File: config.mk
export PLATFORM = sky130hd
export DESIGN_NAME = ascon_dec_fsm
export DESIGN_NICKNAME = d
export VERILOG_FILES = /design/src/rtl/ascon_dec_fsm.sv
export SDC_FILE = /design/constraint.sdc
export NUM_CORES = 1
export LEC_CHECK = 0
export CELL_PAD_IN_SITES_DETAIL_PLACEMENT = 0
export CELL_PAD_IN_SITES_GLOBAL_PLACEMENT = 2
export CORE_MARGIN = 2
export CORE_UTILIZATION = 27
export DETAILED_ROUTE_END_ITERATION = 7
export GPL_ROUTABILITY_DRIVEN = 0
export PLACE_DENSITY = 0.75
export SYNTH_ARGS = -nofsm -noshare
export SYNTH_HDL_FRONTEND = slang
export SYNTH_SLANG_ARGS = --single-unit
export TNS_END_PERCENT = 20
File: constraint.sdc
create_clock -name clk_i -period 2 [get_ports clk_i]
set_clock_uncertainty 0.15 [all_clocks]
set_input_delay 0.5 -clock clk_i [delete_from_list [all_inputs] [get_ports clk_i]]
set_output_delay 0.5 -clock clk_i [all_outputs]
set_load 0.05 [all_outputs]
File: src/rtl/ascon_dec_fsm.sv
// Ascon-128 AEAD decryption controller: sequences init, AD absorption, CT processing,
// finalization and tag verification over the shared permutation datapath and FIFOs.
module ascon_dec_fsm #(
  parameter int ROUND_WIDTH   = 4,
  parameter int DataAddrWidth = 7,
  parameter int DelayWidth    = 16
) (
  input  logic                     clk_i,
  input  logic                     rst_n_i,
  input  logic                     start_i,
  output logic                     ready_o,
  input  logic [DataAddrWidth-1:0] ad_blocks_i,
  input  logic [DataAddrWidth-1:0] ct_blocks_i,
  input  logic [DelayWidth-1:0]    delay_i,
  input  logic                     ad_empty_i,
  output logic                     ad_pop_o,
  output logic                     ad_flush_o,
  input  logic                     ct_empty_i,
  output logic                     ct_pop_o,
  output logic                     ct_flush_o,
  input  logic                     pt_full_i,
  output logic                     pt_push_o,
  output logic                     pt_flush_o,
  input  logic                     tag_match_i,
  output logic [ROUND_WIDTH-1:0]   rnd_o,
  output logic                     load_state_o,
  output logic                     sel_state_init_o,
  output logic                     sel_xor_init_o,
  output logic                     sel_ad_o,
  output logic                     sel_xor_ext_o,
  output logic                     sel_replace_ext_o,
  output logic                     sel_xor_dom_sep_o,
  output logic                     sel_xor_fin_o,
  output logic                     sel_xor_tag_o,
  output logic                     pt_valid_o,
  output logic                     tag_valid_o,
  output logic                     auth_ok_o
);

  typedef enum logic [4:0] {
    S_IDLE, S_START, S_WAIT_DELAY,
    S_INI_STA, S_INI_MID, S_INI_END,
    S_WAIT_AD, S_AD_STA, S_AD_MID, S_AD_END,
    S_WAIT_CT, S_CT_STA, S_CT_MID, S_CT_END,
    S_WAIT_LAST_CT, S_FIN_STA, S_FIN_MID, S_FIN_END,
    S_VERIFY, S_DONE
  } state_t;

  state_t                   r_state, w_state_nxt;
  logic [ROUND_WIDTH-1:0]   r_rnd;
  logic [DataAddrWidth-1:0] r_ad_cnt, r_ct_cnt;
  logic [DelayWidth-1:0]    r_timer;
  logic                     r_auth_ok;

  logic w_rnd_ld12, w_rnd_ld6, w_rnd_inc, w_cnt_init, w_ad_inc, w_ct_inc, w_timer_inc, w_auth_ld;
  logic w_lastm, w_last_ad, w_last_ct;
  logic [DataAddrWidth-1:0] w_ct_last_idx;
  state_t w_after_ad;

  // A CT count of zero still carries the padded final block.
  assign w_ct_last_idx = (ct_blocks_i == '0) ? '0 : ct_blocks_i - DataAddrWidth'(1);
  assign w_lastm       = (r_rnd == ROUND_WIDTH'(10));
  assign w_last_ad     = (r_ad_cnt == ad_blocks_i);
  assign w_last_ct     = (r_ct_cnt == w_ct_last_idx);
  assign w_after_ad    = w_last_ct ? S_WAIT_LAST_CT : S_WAIT_CT;

  assign rnd_o     = r_rnd;
  assign auth_ok_o = r_auth_ok;

  // NOTE: sequential state uses non-blocking assignments so every register samples pre-edge values.
  always_ff @(posedge clk_i or negedge rst_n_i) begin
    if (!rst_n_i) r_state <= S_IDLE;
    else          r_state <= w_state_nxt;
  end

  always_ff @(posedge clk_i or negedge rst_n_i) begin
    if (!rst_n_i) begin
      r_rnd     <= '0;
      r_ad_cnt  <= '0;
      r_ct_cnt  <= '0;
      r_timer   <= '0;
      r_auth_ok <= 1'b0;
    end else begin
      if (w_rnd_ld12)     r_rnd <= '0;
      else if (w_rnd_ld6) r_rnd <= ROUND_WIDTH'(6);
      else if (w_rnd_inc) r_rnd <= r_rnd + ROUND_WIDTH'(1);

      if (w_cnt_init) begin
        r_ad_cnt <= '0;
        r_ct_cnt <= '0;
        r_timer  <= '0;
      end else begin
        if (w_ad_inc)    r_ad_cnt <= r_ad_cnt + DataAddrWidth'(1);
        if (w_ct_inc)    r_ct_cnt <= r_ct_cnt + DataAddrWidth'(1);
        if (w_timer_inc) r_timer  <= r_timer + DelayWidth'(1);
      end

      if (w_auth_ld) r_auth_ok <= tag_match_i;
    end
  end

  // NOTE: every signal written here gets a default first, so no path can infer a latch.
  always_comb begin
    w_state_nxt       = r_state;
    w_rnd_ld12        = 1'b0;
    w_rnd_ld6         = 1'b0;
    w_rnd_inc         = 1'b0;
    w_cnt_init        = 1'b0;
    w_ad_inc          = 1'b0;
    w_ct_inc          = 1'b0;
    w_timer_inc       = 1'b0;
    w_auth_ld         = 1'b0;
    ready_o           = 1'b0;
    ad_pop_o          = 1'b0;
    ad_flush_o        = 1'b0;
    ct_pop_o          = 1'b0;
    ct_flush_o        = 1'b0;
    pt_push_o         = 1'b0;
    pt_flush_o        = 1'b0;
    load_state_o      = 1'b0;
    sel_state_init_o  = 1'b0;
    sel_xor_init_o    = 1'b0;
    sel_ad_o          = 1'b0;
    sel_xor_ext_o     = 1'b0;
    sel_replace_ext_o = 1'b0;
    sel_xor_dom_sep_o = 1'b0;
    sel_xor_fin_o     = 1'b0;
    sel_xor_tag_o     = 1'b0;
    pt_valid_o        = 1'b0;
    tag_valid_o       = 1'b0;

    case (r_state)
      S_IDLE: begin
        ready_o    = 1'b1;
        ad_flush_o = 1'b1;
        ct_flush_o = 1'b1;
        pt_flush_o = 1'b1;
        if (start_i) w_state_nxt = S_START;
      end
      S_START: begin
        w_cnt_init  = 1'b1;
        w_rnd_ld12  = 1'b1;
        w_state_nxt = S_WAIT_DELAY;
      end
      S_WAIT_DELAY: begin
        w_timer_inc = 1'b1;
        if (r_timer == delay_i) w_state_nxt = S_INI_STA;
      end
      S_INI_STA: begin
        load_state_o     = 1'b1;
        sel_state_init_o = 1'b1;
        w_rnd_inc        = 1'b1;
        w_state_nxt      = S_INI_MID;
      end
      S_INI_MID: begin
        load_state_o = 1'b1;
        w_rnd_inc    = 1'b1;
        if (w_lastm) w_state_nxt = S_INI_END;
      end
      S_INI_END: begin
        load_state_o   = 1'b1;
        sel_xor_init_o = 1'b1;
        if (w_last_ad) begin
          sel_xor_dom_sep_o = 1'b1;
          w_state_nxt       = w_after_ad;
        end else begin
          w_state_nxt = S_WAIT_AD;
        end
      end
      S_WAIT_AD: begin
        w_rnd_ld6 = 1'b1;
        if (!ad_empty_i) w_state_nxt = S_AD_STA;
      end
      S_AD_STA: begin
        load_state_o  = 1'b1;
        sel_ad_o      = 1'b1;
        sel_xor_ext_o = 1'b1;
        ad_pop_o      = 1'b1;
        w_ad_inc      = 1'b1;
        w_rnd_inc     = 1'b1;
        w_state_nxt   = S_AD_MID;
      end
      S_AD_MID: begin
        load_state_o = 1'b1;
        w_rnd_inc    = 1'b1;
        if (w_lastm) w_state_nxt = S_AD_END;
      end
      S_AD_END: begin
        load_state_o = 1'b1;
        if (w_last_ad) begin
          sel_xor_dom_sep_o = 1'b1;
          w_state_nxt       = w_after_ad;
        end else begin
          w_state_nxt = S_WAIT_AD;
        end
      end
      S_WAIT_CT: begin
        w_rnd_ld6 = 1'b1;
        if (!ct_empty_i && !pt_full_i) w_state_nxt = S_CT_STA;
      end
      S_CT_STA: begin
        load_state_o      = 1'b1;
        sel_replace_ext_o = 1'b1;
        ct_pop_o          = 1'b1;
        pt_push_o         = 1'b1;
        pt_valid_o        = 1'b1;
        w_ct_inc          = 1'b1;
        w_rnd_inc         = 1'b1;
        w_state_nxt       = S_CT_MID;
      end
      S_CT_MID: begin
        load_state_o = 1'b1;
        w_rnd_inc    = 1'b1;
        if (w_lastm) w_state_nxt = S_CT_END;
      end
      S_CT_END: begin
        load_state_o = 1'b1;
        w_state_nxt  = w_last_ct ? S_WAIT_LAST_CT : S_WAIT_CT;
      end
      S_WAIT_LAST_CT: begin
        w_rnd_ld12 = 1'b1;
        if (!ct_empty_i && !pt_full_i) w_state_nxt = S_FIN_STA;
      end
      S_FIN_STA: begin
        load_state_o      = 1'b1;
        sel_replace_ext_o = 1'b1;
        sel_xor_fin_o     = 1'b1;
        ct_pop_o          = 1'b1;
        pt_push_o         = 1'b1;
        pt_valid_o        = 1'b1;
        w_rnd_inc         = 1'b1;
        w_state_nxt       = S_FIN_MID;
      end
      S_FIN_MID: begin
        load_state_o = 1'b1;
        w_rnd_inc    = 1'b1;
        if (w_lastm) w_state_nxt = S_FIN_END;
      end
      S_FIN_END: begin
        load_state_o  = 1'b1;
        sel_xor_tag_o = 1'b1;
        w_state_nxt   = S_VERIFY;
      end
      S_VERIFY: begin
        w_auth_ld   = 1'b1;
        // Unauthenticated plaintext must never leave the PT FIFO.
        pt_flush_o  = !tag_match_i;
        w_state_nxt = S_DONE;
      end
      S_DONE: begin
        tag_valid_o = 1'b1;
        if (!start_i) w_state_nxt = S_IDLE;
      end
      default: w_state_nxt = S_IDLE;
    endcase
  end

endmodule

After elaboration in Yosys (flattened, before gate mapping)
Cells that the tools add are included.
{ "classes": {"n_addsub": 5, "n_eq_ne": 33, "muxes": 42, "reduce_logical": 17} }
{ "ops": {"columns": ["op", "n"], "rows": [
  ["one-hot mux 5 bit (19 select lines)", 1],
  ["two-way mux 5 bit", 10],
  ["equality test 5 x 4 -> 1 bit, second input constant", 8],
  ["two-way mux 7 bit", 5],
  ["two-way mux 16 bit", 2],
  ["equality test 5 x 3 -> 1 bit, second input constant", 4],
  ["equality test 5 bit, second input constant", 4],
  ["!= test 2 bit, second input constant", 10],
  ["two-way mux 1 bit", 18],
  ["adder 16 x 1 -> 16 bit, second input constant", 1],
  ["equality test 16 bit", 1],
  ["two-way mux 4 bit", 4],
  ["adder 7 x 1 -> 7 bit, second input constant", 2],
  ["equality test 7 bit", 2],
  ["OR reduction 12 bit", 1],
  ["equality test 5 x 2 -> 1 bit, second input constant", 2],
  ["AND reduction 10 bit", 1],
  ["OR reduction 2 bit", 4],
  ["OR reduction 8 bit", 1],
  ["logical NOT 7 bit", 1],
  ["subtractor 7 x 1 -> 7 bit, second input constant", 1],
  ["nonzero test 2 bit", 3],
  ["equality test 5 x 1 -> 1 bit, second input constant", 1],
  ["logical NOT 5 bit", 1],
  ["7 further kinds", 9]
]} }
{ "totals": {"input_bits": 37, "reg_bits": 40} }

Longest topological paths before layout
{ "depth": {"depth_word": 6, "depth_mapped": 7, "ltp_nobuf": 7} }

Worst setup path before layout
Ideal clock, no wire load.
{ "synth_path": {"path_kind": "reg2out", "start": "register r_state[1]", "end": "output port ct_flush_o", "path_buffers": 4, "arrival_ns": 2.555, "path_stages_with_launch": 6, "slack_ns": -1.205, "required_time_ns": 1.350, "path_cell_list": "dfrtp_1 > clkbuf_1 > clkbuf_1 > buf_1 > nor3_1 > buf_4"} }
{ "synth_between": {"elab_chain_cells": 2} }
{ "synth_lines": {"columns": ["element", "line_no", "source"], "rows": [
  ["from (decl)", "49", "state_t r_state, w_state_nxt;"],
  ["from (signal assigned)", "73", "else r_state <= w_state_nxt;"],
  ["logical NOT 5 bit", null, null],
  ["two-way mux 1 bit", null, null],
  ["to (decl)", "20", "output logic ct_flush_o,"]
]} }
Every way passes these cells.

Final worst setup path
{ "layout_path": {"start": "input port ad_blocks_i[2]", "end": "output port sel_xor_dom_sep_o"} }
{ "layout_between": {"elab_chain_cells": 3} }
{ "layout_lines": {"columns": ["element", "line_no", "source"], "rows": [
  ["from (decl)", "12", "input logic [DataAddrWidth-1:0] ad_blocks_i,"],
  ["equality test 7 bit", "63", "assign w_last_ad = (r_ad_cnt == ad_blocks_i);"],
  ["two-way mux 1 bit", "163, 190", null],
  ["two-way mux 1 bit", null, null],
  ["to (decl)", "32", "output logic sel_xor_dom_sep_o,"]
]} }
Every way passes these cells.

==> summary.txt <==
Run status
  • Outcome: complete, but fails checks
  • Failing checks: negative setup slack

Synthesis
  • Top-area cell type share of the netlist area: 0.3339
  • Top_reg_cell synth: dfrtp_1
  • Simple-gate portion of the synthesized area: 0.2613
  • Syn_nets: 408
  • Post-synthesis adder-cell area fraction: 0.02838
  • Largest family of logic cells by synthesized area: simple AND/OR/NAND/NOR gates
  • Mapped Cells: between 300 and 400
  • Top cells by area, synth: dfrtp_1 (33%), xnor2_1 (12%), nor2_1 (6.0%)
  • Post-synth top area cell: dfrtp_1
  • Synth cell types: slightly below 60
  • Ys async rst share: 1.000
  • XOR/XNOR share of the synthesized area: 0.1578
  • Synthesis-stage register bit count: 40
  • Post-synth EDFFs: 0
  • Yosys warning count: 0
  • Post-synthesis mux area share: 0.01377
  • Synth Cell Area: 2998 um^2
  • Compound-Gate Fraction of Synth Area: 0.1465
  • Synth Area per Inst: 8.213 um^2
  • Register area share after synthesis: 0.3339

Layout
  • Most common cell after layout, fill and taps aside: buf_4
  • Post-route cell area: 4917 um^2
  • Area grow syn2layout: 64.02%
  • Most frequent cells in the layout: buf_4 (67), nor2_1 (40), xnor2_1 (39), dfrtp_1 (37), nand2_1 (33)
  • ANT cells: 0
  • Layout cells sized above 1: 0.3244
  • Layout Nets: 529
  • Fill cells: 1071

Setup path
  • Worst setup SP type: input port
  • Req. time, crit path: around 1.4 ns
  • Crit. End Element: output pin
  • Slowest stage delay, CP: 0.28 ns
  • CP Cell Sequence: dlygate4sd2_1 -> xor2_1 -> nor4_2 -> nand4_1 -> nor3_4 -> buf_12
  • Max stage delay cell, worst path: nor4_2
  • Setup CP Type: in2out
  • Arr. time, crit path: about 1.8 ns
  • Max FO, Critical Path: 2

Detailed routing
  • Initial drt markers: 99
  • Drt pass-1 iters: 4
  • DRC: 0
  • WL per Instance: 14.41 um
  • Remaining antenna violation count: 0
  • Wirelength, routed: 9.035 mm
  • Via total after detailed routing: about 3100
  • Drt via density: 4.898

Global route
  • Gr usage total: 0.1562
  • Global-route wire length before repair: 14.79 mm
  • Grt ovf: 0
  • Largest net degree at the start of global routing: 25
  • Vias in the first global route: a little over 3000
  • Initial antenna violation count: 0

Power and ir drop
  • NetSw: 2381 uW
  • Sw frac: 0.4369
  • Clock power share: 0.130
  • Max VDD drop: around 0.00077 V
  • Internal: 3068 uW
  • Static leakage: around 0.002 uW
  • PwrDens: roughly 1100 nW/um^2
  • Sequential share of power: 0.222
  • Power share of the combinational group: 0.648

Placed design
  • Dpl ws: -0.8746 ns
  • Detailed Place HPWL: 6.671 mm
  • Cell Area, Placed: 4477 um^2
  • IO Port Bufs: 59

Die
  • Die X: approximately 110 um
  • Starting Density: 0.2765
  • # rows: 38
  • Core Region: between 10000 and 15000 um^2
  • IO Count: 60
  • Area of the die: approximately 12000 um^2
  • Die outline height: 109.4 um

Run
  • Maxcap violations: 0

Clock network
  • H-tree Lvls: 2
  • Clock Latency Late Sink: 0.30 ns
  • Clock Tree Buf Depth: 2
  • Clock transition at path regs: ~0.09 ns
  • Clk root buf: clkbuf_8
  • CTS tree: yes
  • CTS Sinks: 40
  • Num CTS Buffers: 5

Timing
  • Max Freq: 407.2 MHz
  • Tmin final: approximately 2.5 ns
  • Tightest Pin Transition: 0.4487 ns
  • Final WS setup: -0.4561 ns
  • Final Hold Fails: 0
  • Final Setup Violations: 19
  • Pins over their slew limit: 0
  • Fin crit share: 1.228
  • Worst rel slew slack: 0.7008
  • RSZ-0062 raised after global routing: true

Worst hold path
  • Worst Hold Class: reg2reg
## what timing repair did
item,CTS,global route
resized for setup,32,25
buffers inserted,13,5
hold buffers,1,0
endpoints found under the hold margin,16,0
pin swaps,12,15
endpoints found under the setup margin,26,32
## layout make-up
type | instances | area, um^2 | share of cell area
Multi-Input combinational cell | 288 | 2041 | 0.4150
Tap cell | 140 | 175.2 | 0.03562
Sequential cell | 40 | 1005 | 0.2043
Timing Repair Buffer | 142 | 1546 | 0.3145
Clock buffer | 5 | 68.82 | 0.01399
Clock inverter | 3 | 47.55 | 0.009669
Inverter | 9 | 33.78 | 0.006870
## registers in the layout, summed over array words and instances (netlist names)
name,count
r_state,5
auth_ok_o,1
r_ct_cnt,7
rnd_o,4
r_timer,16
r_ad_cnt,7
## per-layer routing
layer / global-route usage / routed length [um] / vias to the layer above
li1: - / - / 1532
met1: 0.2111 / 4215 / 1480
met2: 0.2615 / 4444 / 53
met3: 0.02075 / 291 / 6
met4: 0.04340 / 83 / 0
met5: 0 / 0 / -
## worst max-delay path: cells and delay by family
family                    cells  cell delay (ns)
xor gates and xnor gates      1             0.17
buffers and inverters         2             0.40
and+or+nand+nor               3             0.74
## per-stage QoR
step	cells	setup TNS (ns)	util	hold slack [ns]	power, uW
after CTS	622	-4.894	0.4398	0.3841	5336
after detailed placement	600	-2.726	0.4130	0.3238	4454
after global routing	627	-6.576	0.4536	0.4178	5808
final	627	-4.982	0.4536	0.3827	5449
after floorplan	365	-2.668	-	0.05441	3044
after global placement	600	-2.616	0.4130	0.3237	4435
## cell usage after synthesis (2+ instances only)
cell type,count
xnor2_1,40
inv_1,9
nor2b_1,3
o22ai_1,5
o21a_1,2
nand3b_1,3
nor3b_1,3
clkbuf_1,14
o31ai_1,2
nand4_1,12
or4_1,2
dfrtp_1,40
nor4_1,11
o21bai_1,2
nand2_1,33
buf_2,2
buf_1,4
a21oi_1,19
a221o_1,2
ha_1,6
nor2_1,48
buf_4,7
a221oi_1,2
mux2i_1,3
nor3_1,15
a22oi_1,2
o21ai_0,15
or3_1,3
o21ba_2,2
and3_1,4
nand3_1,7
nor4b_1,4
xor2_1,14
## power groups by stage
| stage | clock network, uW | logic, uW | registers [uW] |
|---|---|---|---|
| 2_1_floorplan | 0 | 1750 | 1290 |
| 3_3_place_gp | 0 | 3220 | 1210 |
| 3_5_place_dp | 0 | 3250 | 1210 |
| 4_1_cts | 724 | 3410 | 1200 |
| 5_1_grt | 760 | 3810 | 1240 |
| 6_report | 710 | 3530 | 1210 |
## worst paths after layout
check / from / end / slack [ns] / depth (start not counted)
worst max-delay path: ad_blocks_i[2] / sel_xor_dom_sep_o / -0.46 / 6
worst min-delay path: auth_ok_o$_DFFE_PN0P_ / auth_ok_o$_DFFE_PN0P_ / 0.38 / 1
worst max register to register: r_ad_cnt[0]$_DFFE_PN0P_ / r_state[2]$_DFFE_PN0P_ / -0.37 / 13
worst min register to register: auth_ok_o$_DFFE_PN0P_ / auth_ok_o$_DFFE_PN0P_ / 0.38 / 1
max in group asynchronous: rst_n_i / r_state[2]$_DFFE_PN0P_ / 0.67 / 3
min in group asynchronous: rst_n_i / r_timer[10]$_DFFE_PN0P_ / 0.51 / 2
## cells by family (layout without fill, tap and decap cells)
family | count (synthesis) | count (layout)
adder cells (fa/ha/maj) | 7 | 7
flip-flops | 40 | 40
AO/OA/AOI/OAI | 67 | 67
AND/OR/NAND/NOR | 156 | 156
multiplexers | 4 | 4
XOR/XNOR | 54 | 54
buffers and inverters | 37 | 159
No activity file was read; power rests on OpenSTA's default activity.
